**config.mk**
```make
export PLATFORM = sky130hd
export DESIGN_NAME = way_rr_arbiter
export DESIGN_NICKNAME = d
export VERILOG_FILES = /design/src/rtl/way_rr_arbiter.sv
export SDC_FILE = /design/constraint.sdc
export NUM_CORES = 1
export LEC_CHECK = 0
export CAP_MARGIN = 20
export CORE_AREA = 3 3 74 76
export DETAILED_ROUTE_END_ITERATION = 10
export DIE_AREA = 0 0 77 79
export PLACE_DENSITY = 0.95
export SETUP_SLACK_MARGIN = 0.4
export SLEW_MARGIN = 20
export SYNTH_ARGS = -nofsm -noshare
export SYNTH_HDL_FRONTEND = slang
export SYNTH_SLANG_ARGS = --single-unit
```
**constraint.sdc**
```tcl
create_clock -name clk_in -period 12.4 [get_ports clk_in]
set_clock_uncertainty 0.2 [all_clocks]
set_input_delay 2.48 -clock clk_in [delete_from_list [all_inputs] [get_ports clk_in]]
set_output_delay 2.48 -clock clk_in [all_outputs]
set_load 0.02 [all_outputs]
```
**src/rtl/way_rr_arbiter.sv**
```systemverilog
// Round-robin arbiter over NUMBER_WAYS requesters with burst lock, feeding a
// single-entry output register whose one-hot grant drives the way-mux select.
module way_rr_arbiter #(
  parameter int NUMBER_WAYS                 = 8,
  parameter int SINGLE_ELEMENT_SIZE_IN_BITS = 4
) (
  input  logic                                               clk_in,
  input  logic                                               reset_in,
  input  logic [NUMBER_WAYS-1:0]                             request_valid_in,
  input  logic [SINGLE_ELEMENT_SIZE_IN_BITS*NUMBER_WAYS-1:0] request_packed_in,
  input  logic [NUMBER_WAYS-1:0]                             request_lock_in,
  output logic [NUMBER_WAYS-1:0]                             request_ack_out,
  output logic [NUMBER_WAYS-1:0]                             grant_out,
  output logic                                               issue_valid_out,
  output logic [SINGLE_ELEMENT_SIZE_IN_BITS-1:0]             issue_packed_out,
  input  logic                                               issue_ack_in
);

  localparam int W     = SINGLE_ELEMENT_SIZE_IN_BITS;
  localparam int PTR_W = (NUMBER_WAYS > 1) ? $clog2(NUMBER_WAYS) : 1;
  localparam logic [NUMBER_WAYS-1:0] ONE_HOT_0 = {{(NUMBER_WAYS-1){1'b0}}, 1'b1};

  typedef enum logic {ST_ARB, ST_LOCKED} state_e;

  state_e                 state_q, state_d;
  logic [PTR_W-1:0]       ptr_q, ptr_d;
  logic [PTR_W-1:0]       owner_q, owner_d;
  logic                   issue_valid_q, issue_valid_d;
  logic [W-1:0]           issue_packed_q, issue_packed_d;
  logic [NUMBER_WAYS-1:0] grant_q, grant_d;

  logic [NUMBER_WAYS-1:0] candidates;
  logic [PTR_W-1:0]       winner;
  logic                   winner_found;
  logic                   can_accept;
  logic                   accept;
  logic [NUMBER_WAYS-1:0] winner_one_hot;
  int                     idx;

  // Rotating priority search starting just after the last winner.
  // NOTE: always_comb uses blocking '=' with a default for every target so no
  // latch is inferred; state is only ever updated with '<=' in always_ff.
  always_comb begin
    candidates   = (state_q == ST_LOCKED) ? (request_valid_in & (ONE_HOT_0 << owner_q))
                                          : request_valid_in;
    winner       = '0;
    winner_found = 1'b0;
    idx          = 0;
    for (int k = 1; k <= NUMBER_WAYS; k++) begin
      idx = (int'(ptr_q) + k) % NUMBER_WAYS;
      if (!winner_found && candidates[PTR_W'(idx)]) begin
        winner_found = 1'b1;
        winner       = PTR_W'(idx);
      end
    end
  end

  assign can_accept      = !issue_valid_q || issue_ack_in;
  assign accept          = can_accept && winner_found && !reset_in;
  assign winner_one_hot  = ONE_HOT_0 << winner;
  assign request_ack_out = accept ? winner_one_hot : '0;

  always_comb begin
    state_d        = state_q;
    ptr_d          = ptr_q;
    owner_d        = owner_q;
    issue_valid_d  = issue_valid_q;
    issue_packed_d = issue_packed_q;
    grant_d        = grant_q;
    if (accept) begin
      issue_valid_d  = 1'b1;
      issue_packed_d = request_packed_in[winner*W +: W];
      grant_d        = winner_one_hot;
      ptr_d          = winner;
      if (state_q == ST_ARB && request_lock_in[winner]) begin
        state_d = ST_LOCKED;
        owner_d = winner;
      end else if (state_q == ST_LOCKED && !request_lock_in[winner]) begin
        state_d = ST_ARB;
      end
    end else if (issue_ack_in) begin
      issue_valid_d = 1'b0;
      grant_d       = '0;
    end
  end

  always_ff @(posedge clk_in or posedge reset_in) begin
    if (reset_in) begin
      state_q        <= ST_ARB;
      ptr_q          <= PTR_W'(NUMBER_WAYS - 1);
      owner_q        <= '0;
      issue_valid_q  <= 1'b0;
      issue_packed_q <= '0;
      grant_q        <= '0;
    end else begin
      state_q        <= state_d;
      ptr_q          <= ptr_d;
      owner_q        <= owner_d;
      issue_valid_q  <= issue_valid_d;
      issue_packed_q <= issue_packed_d;
      grant_q        <= grant_d;
    end
  end

  assign grant_out        = grant_q;
  assign issue_valid_out  = issue_valid_q;
  assign issue_packed_out = issue_packed_q;

endmodule

```
**After elaboration in Yosys (flattened, before gate mapping)**

Cells that the tools add are included.

- Flip-flop bits (word level): 20
- Logic and storage cells: 104
- Memory bits (writable): 0
- Bits of input ports: 51
- Output and inout bits: 21
- Bits in read-only memories: 0
- Bits in latches: 0
- Memories kept: 0

- Shift-type cells: 3
- Bitwise gates (word level): 2
- Multiply operators: 0
- Reduce and logical (&&, ||, !) cells: 26
- Divide/modulo/power cells: 0
- Add/sub/neg operators: 8
- Muxes and demuxes: 50
- Equal/unequal tests: 0
- $lt $le $gt $ge: 9

Operators with widths:

| cell | number |
|---|---|
| $lt A3 B5 Y1 const B | 8 |
| $mux W8 | 4 |
| $shiftx A32 B6 Y4 | 1 |
| $mux W1 | 29 |
| $bmux W1 S3 | 9 |
| $mux W3 | 8 |
| $shl A1 B3 Y8 const A | 2 |
| $add A3 B3 Y3 const B | 4 |
| $logic_and A1 B1 Y1 | 11 |
| $logic_not A1 Y1 | 10 |
| $and A8 B8 Y8 | 1 |
| $add A3 B1 Y3 const B | 2 |
| $add A3 B2 Y3 const B | 2 |
| $lt A3 B4 Y1 const B | 1 |
| $reduce_and A2 Y1 | 2 |
| $reduce_bool A2 Y1 | 2 |
| $logic_or A1 B1 Y1 | 1 |
| $not A1 Y1 | 1 |

**Depth between registers and ports, before layout**

- Word-level depth: 34
- Depth in mapped cells: 19
- Depth with buffers taken out: 16

**Least setup slack after synthesis**

No wires, ideal clock.

- Path kind: input to output
- From: input request_valid_in[0]
- To: output request_ack_out[2]
- Path buffers: 1
- Data arrival time: 5116 ps
- Data required time: 9720 ps
- Stages on the path: 9
- Setup slack: 4604 ps
- Cells stage by stage: and2_1 mux4_2 a2111o_1 a2111oi_4 a22oi_1 a21oi_2 buf_4 nand2_1 nor2_1

- Word-level cells in the longest chain between the ends: 30
- Elaborated cells between the ends (all ways): 60
- Those cells by class: 1 x shift; 42 x mux; 1 x bitwise; 16 x reduce/logical

RTL lines:

| what | RTL line | text |
|---|---|---|
| start: declaration | 9 | `input logic [NUMBER_WAYS-1:0] request_valid_in,` |
| $and A8 B8 Y8 | 44 | `candidates = (state_q == ST_LOCKED) ? (request_valid_in & (ONE_HOT_0 << owner_q))` |
| $mux W8 * | 44 |  |
| $bmux W1 S3 | 51 | `if (!winner_found && candidates[PTR_W'(idx)]) begin` |
| $mux W1 (implied by the code) (2 in series) | 51 |  |
| $mux W1 | 51 |  |
| $logic_not A1 Y1 | 51 |  |
| $logic_and A1 B1 Y1 | 51 |  |
| $mux W1 | 51 |  |
| [12 not listed] | -- |  |
| $logic_not A1 Y1 | 51 |  |
| $logic_and A1 B1 Y1 | 51 |  |
| $mux W1 | 51 |  |
| $logic_not A1 Y1 | 51 |  |
| $logic_and A1 B1 Y1 | 51 |  |
| $mux W1 | 51 |  |
| $logic_and A1 B1 Y1 (2 in series) | 59 | `assign accept = can_accept && winner_found && !reset_in;` |
| $mux W8 * | 61 | `assign request_ack_out = accept ? winner_one_hot : '0;` |
| end: declaration | 12 | `output logic [NUMBER_WAYS-1:0] request_ack_out,` |

Every way passes the cells marked *; elsewhere a longest branch is shown, timed or not. The select of a mux whose other input is x is not followed.

**Worst setup path after layout**

- From: input request_valid_in[4]
- To: output request_ack_out[5]

Same word-level chain as after synthesis.

==> run_results.csv <==
group,metric,value,unit
worst_setup_path,startpoint_type,"input pin",
logic_synthesis,netlist.area_leader.share,0.165,
layout,layout-drive-gt1-share,0.131,
route,drt_iter0_markers,268,
logic_synthesis,syn_area,0.00257,mm2
route,ant_nets,0,
clock_network,root_buffer,"clkbuf_8",
clock_network,cts_resized,0,
logic_synthesis,synth_fp_nets,339,
worst_hold_path,min-delay-start,"grant_out[1]",
logic_synthesis,ys_types,55,
worst_setup_path,rrSetupSlack,6.54,ns
worst_setup_path,crit_path_max_fanout,11,
die,fp.dieH,79,um
worst_setup_path,endpoint_kind,"primary output",
global_routing,first_global_vias,2585,
worst_setup_path,crit_buf_inv,2,
sta,drv_slew,0,
sta,finalCritPeriodShare,0.747,
worst_setup_path,reg2reg_depth,15,
run,max_cap_viol_count,0,
route,wl,7.48,mm
route,post_drt_wl_per_cell,18.2,um
clock_network,hold_buffers,0,
worst_setup_path,critPathTopFamily,"compound AO/OA/AOI/OAI gates",
place,place_hpwl,5.64,mm
die,coreArea,0.00479,mm2
worst_setup_path,crit_type,"in -> out",
outcome,run_status,"complete, no violations",
clock_network,clk_pin_slew,0.07,ns
die,die_x,77,um
layout,final_nets,398,
sta,setup_viol,0,
sta,fmax,108,MHz
route,routed_via_density,6.46,
sta,tightest_slew,0.822,ns
worst_hold_path,hold_depth,2,
route,dr.pass1.iters,5,
logic_synthesis,avgSynthCellArea,9.03,um2
clock_network,clockBufferDepth,2,
die,die-area,0.00608,mm2
logic_synthesis,synth.area.top_cells,"dfrtp_1 (17%), mux4_2 (14%), mux2i_1 (12%)",
logic_synthesis,synthArstFlopShare,1.00,
worst_setup_path,r2r-end,"state_q",
worst_setup_path,required,9.72,ns
worst_setup_path,path_cells,"clkdlybuf4s50_1 > a21boi_1 > mux2i_1 > mux4_2 > a41oi_2 > a21boi_1 > and2_1 > nor2b_4 > and2_1 > clkdlybuf4s50_1",
global_routing,grt_use_total,0.247,
sta,slew_headroom,0.451,
clock_network,cts_post_setup_buffers_inserted,0,
worst_setup_path,crit_path_top_delay_cell,"a21boi_1",
sta,hold_viol,0,
global_routing,grt_pass1_wl,12.3,mm
layout,syn2layout_area_growth,30.1,%
logic_synthesis,synth_top_area_cell,"dfrtp_1",
sta,rsz0062_at_grt,"false",
worst_setup_path,reg2reg_from,"ptr_q[1]",
global_routing,grt_max_degree,31,
place,place_congestion,0.967,
worst_setup_path,worstPathArrival,6.58,ns
clock_network,cts_tree,"yes",
route,vias,2650,
place,portBuffers,71,
worst_setup_path,cpPeakStageDelay,0.71,ns
clock_network,h-tree-depth,1,
logic_synthesis,ys_seq_area_frac,0.196,
die,rows,25,
die,initial_utilization,0.538,
logic_synthesis,synth_flop_cell,"dfrtp_1",
logic_synthesis,netlist_instances,285,
global_routing,antenna_found_initial,0,
global_routing,grt_overflow,0,
sta,setup_tns,0,ns
layout,n_antenna_cell,0,
logic_synthesis,synth-edff-count,0,
clock_network,clock_sinks,20,
clock_network,clock_latency,0.26,ns
logic_synthesis,yosys_warnings,0,
logic_synthesis,ys_ff_latch,20,
sta,fin_crit,9.26,ns
die,pin_count,72,
route,route.detailed.drc,0,
worst_hold_path,hold_class,"reg -> reg",
clock_network,numCtsBuffers,3,
worst_hold_path,min_to,"grant_out[1]",
-- how the worst max path moves through the flow --
stage	end	depth (start not counted)	start	slack (ns)
floorplan	request_ack_out[2]	9	request_valid_in[0]	4.60
global placement	request_ack_out[5]	11	request_valid_in[0]	3.40
detailed placement	request_ack_out[5]	10	request_valid_in[4]	3.28
CTS	request_ack_out[5]	10	request_valid_in[4]	3.18
global route	request_ack_out[5]	11	request_valid_in[7]	2.89
finish	request_ack_out[5]	10	request_valid_in[4]	3.14
-- registers in the layout, summed over array words and instances, names as in the netlist --
register / count
state_q: 1
owner_q: 3
issue_packed_out: 4
grant_out: 8
ptr_q: 3
issue_valid_out: 1
-- worst reg2reg max path, delay by kind of cell, from the launching register on --
family | cells | cell delay, ns
adder cells (fa/ha/maj) | 2 | 0.87
multiplexers | 6 | 2.11
buffers and inverters | 3 | 1.06
AND/OR/NAND/NOR | 2 | 0.24
AO/OA/AOI/OAI | 2 | 0.52
flip-flops | 1 | 0.75
-- synth_stat cells, types with 6 or more instances --
library cell,instances
dfrtp_1,17
inv_1,7
nor2_1,23
mux2i_1,32
nand2_1,21
nand3_1,8
clkbuf_1,7
a22o_1,6
a31oi_1,7
and2_1,6
nand3b_1,8
o21ai_0,25
mux2_2,8
o21a_1,7
mux4_2,16
-- cell type report --
| class | count | area, um2 |
|---|---|---|
| multi-input combinational | 235 | 1920 |
| fill | 345 | 1440 |
| timing repair buffer | 73 | 726 |
| sequential | 20 | 504 |
| tap | 67 | 83.8 |
| clock buffer | 3 | 41.3 |
| inverter | 11 | 41.3 |
| clock inverter | 1 | 30.0 |
-- logic make-up (layout without fill, tap and decap cells) --
logic type / after synthesis / count (layout) / share of synthesized area
muxes: 56 / 56 / 0.299
buffers and inverters: 30 / 88 / 0.0612
xor gates and xnor gates: 3 / 3 / 0.0102
adders and majority gates: 3 / 3 / 0.0146
AOI/OAI and AO/OA: 79 / 79 / 0.223
and+or+nand+nor: 94 / 94 / 0.196
DFF: 20 / 20 / 0.196
-- metrics by stage --
| step | instances | setup WS [ns] | hold WS, ns | utilization | cell area (um2) |
|---|---|---|---|---|---|
| floorplan | 285 | 4.60 | 0.367 | - | 2570 |
| global placement | 406 | 3.40 | 0.261 | 0.685 | 3280 |
| detailed placement | 406 | 3.28 | 0.277 | 0.685 | 3280 |
| CTS | 410 | 3.18 | 0.297 | 0.700 | 3350 |
| global route | 410 | 2.89 | 0.322 | 0.700 | 3350 |
| finish | 410 | 3.14 | 0.290 | 0.700 | 3350 |
-- per-layer routing --
| metal | global-route usage | wire length (um) | vias to the layer above |
|---|---|---|---|
| met5 | 0 | 0 | - |
| met4 | 0.0623 | 160 | 0 |
| met3 | 0.0465 | 758 | 19 |
| met2 | 0.443 | 3730 | 176 |
| met1 | 0.305 | 2830 | 1247 |
| li1 | - | - | 1208 |
-- placed cells by master, fill, tap and decap left out, drive strengths merged, types with 6 or more instances in the layout --
cell type      instances
nor2                  24
nand3                  8
o21ai                 25
mux4                  16
o21a                   7
nand3b                 8
a22o                   6
inv                   11
a31oi                  7
clkdlybuf4s50         71
mux2i                 32
dfrtp                 17
mux2                   8
and2                   6
nand2                 21
Power is not shown: default switching activity piles up to over one toggle a cycle in this logic, so the estimate is an artifact.
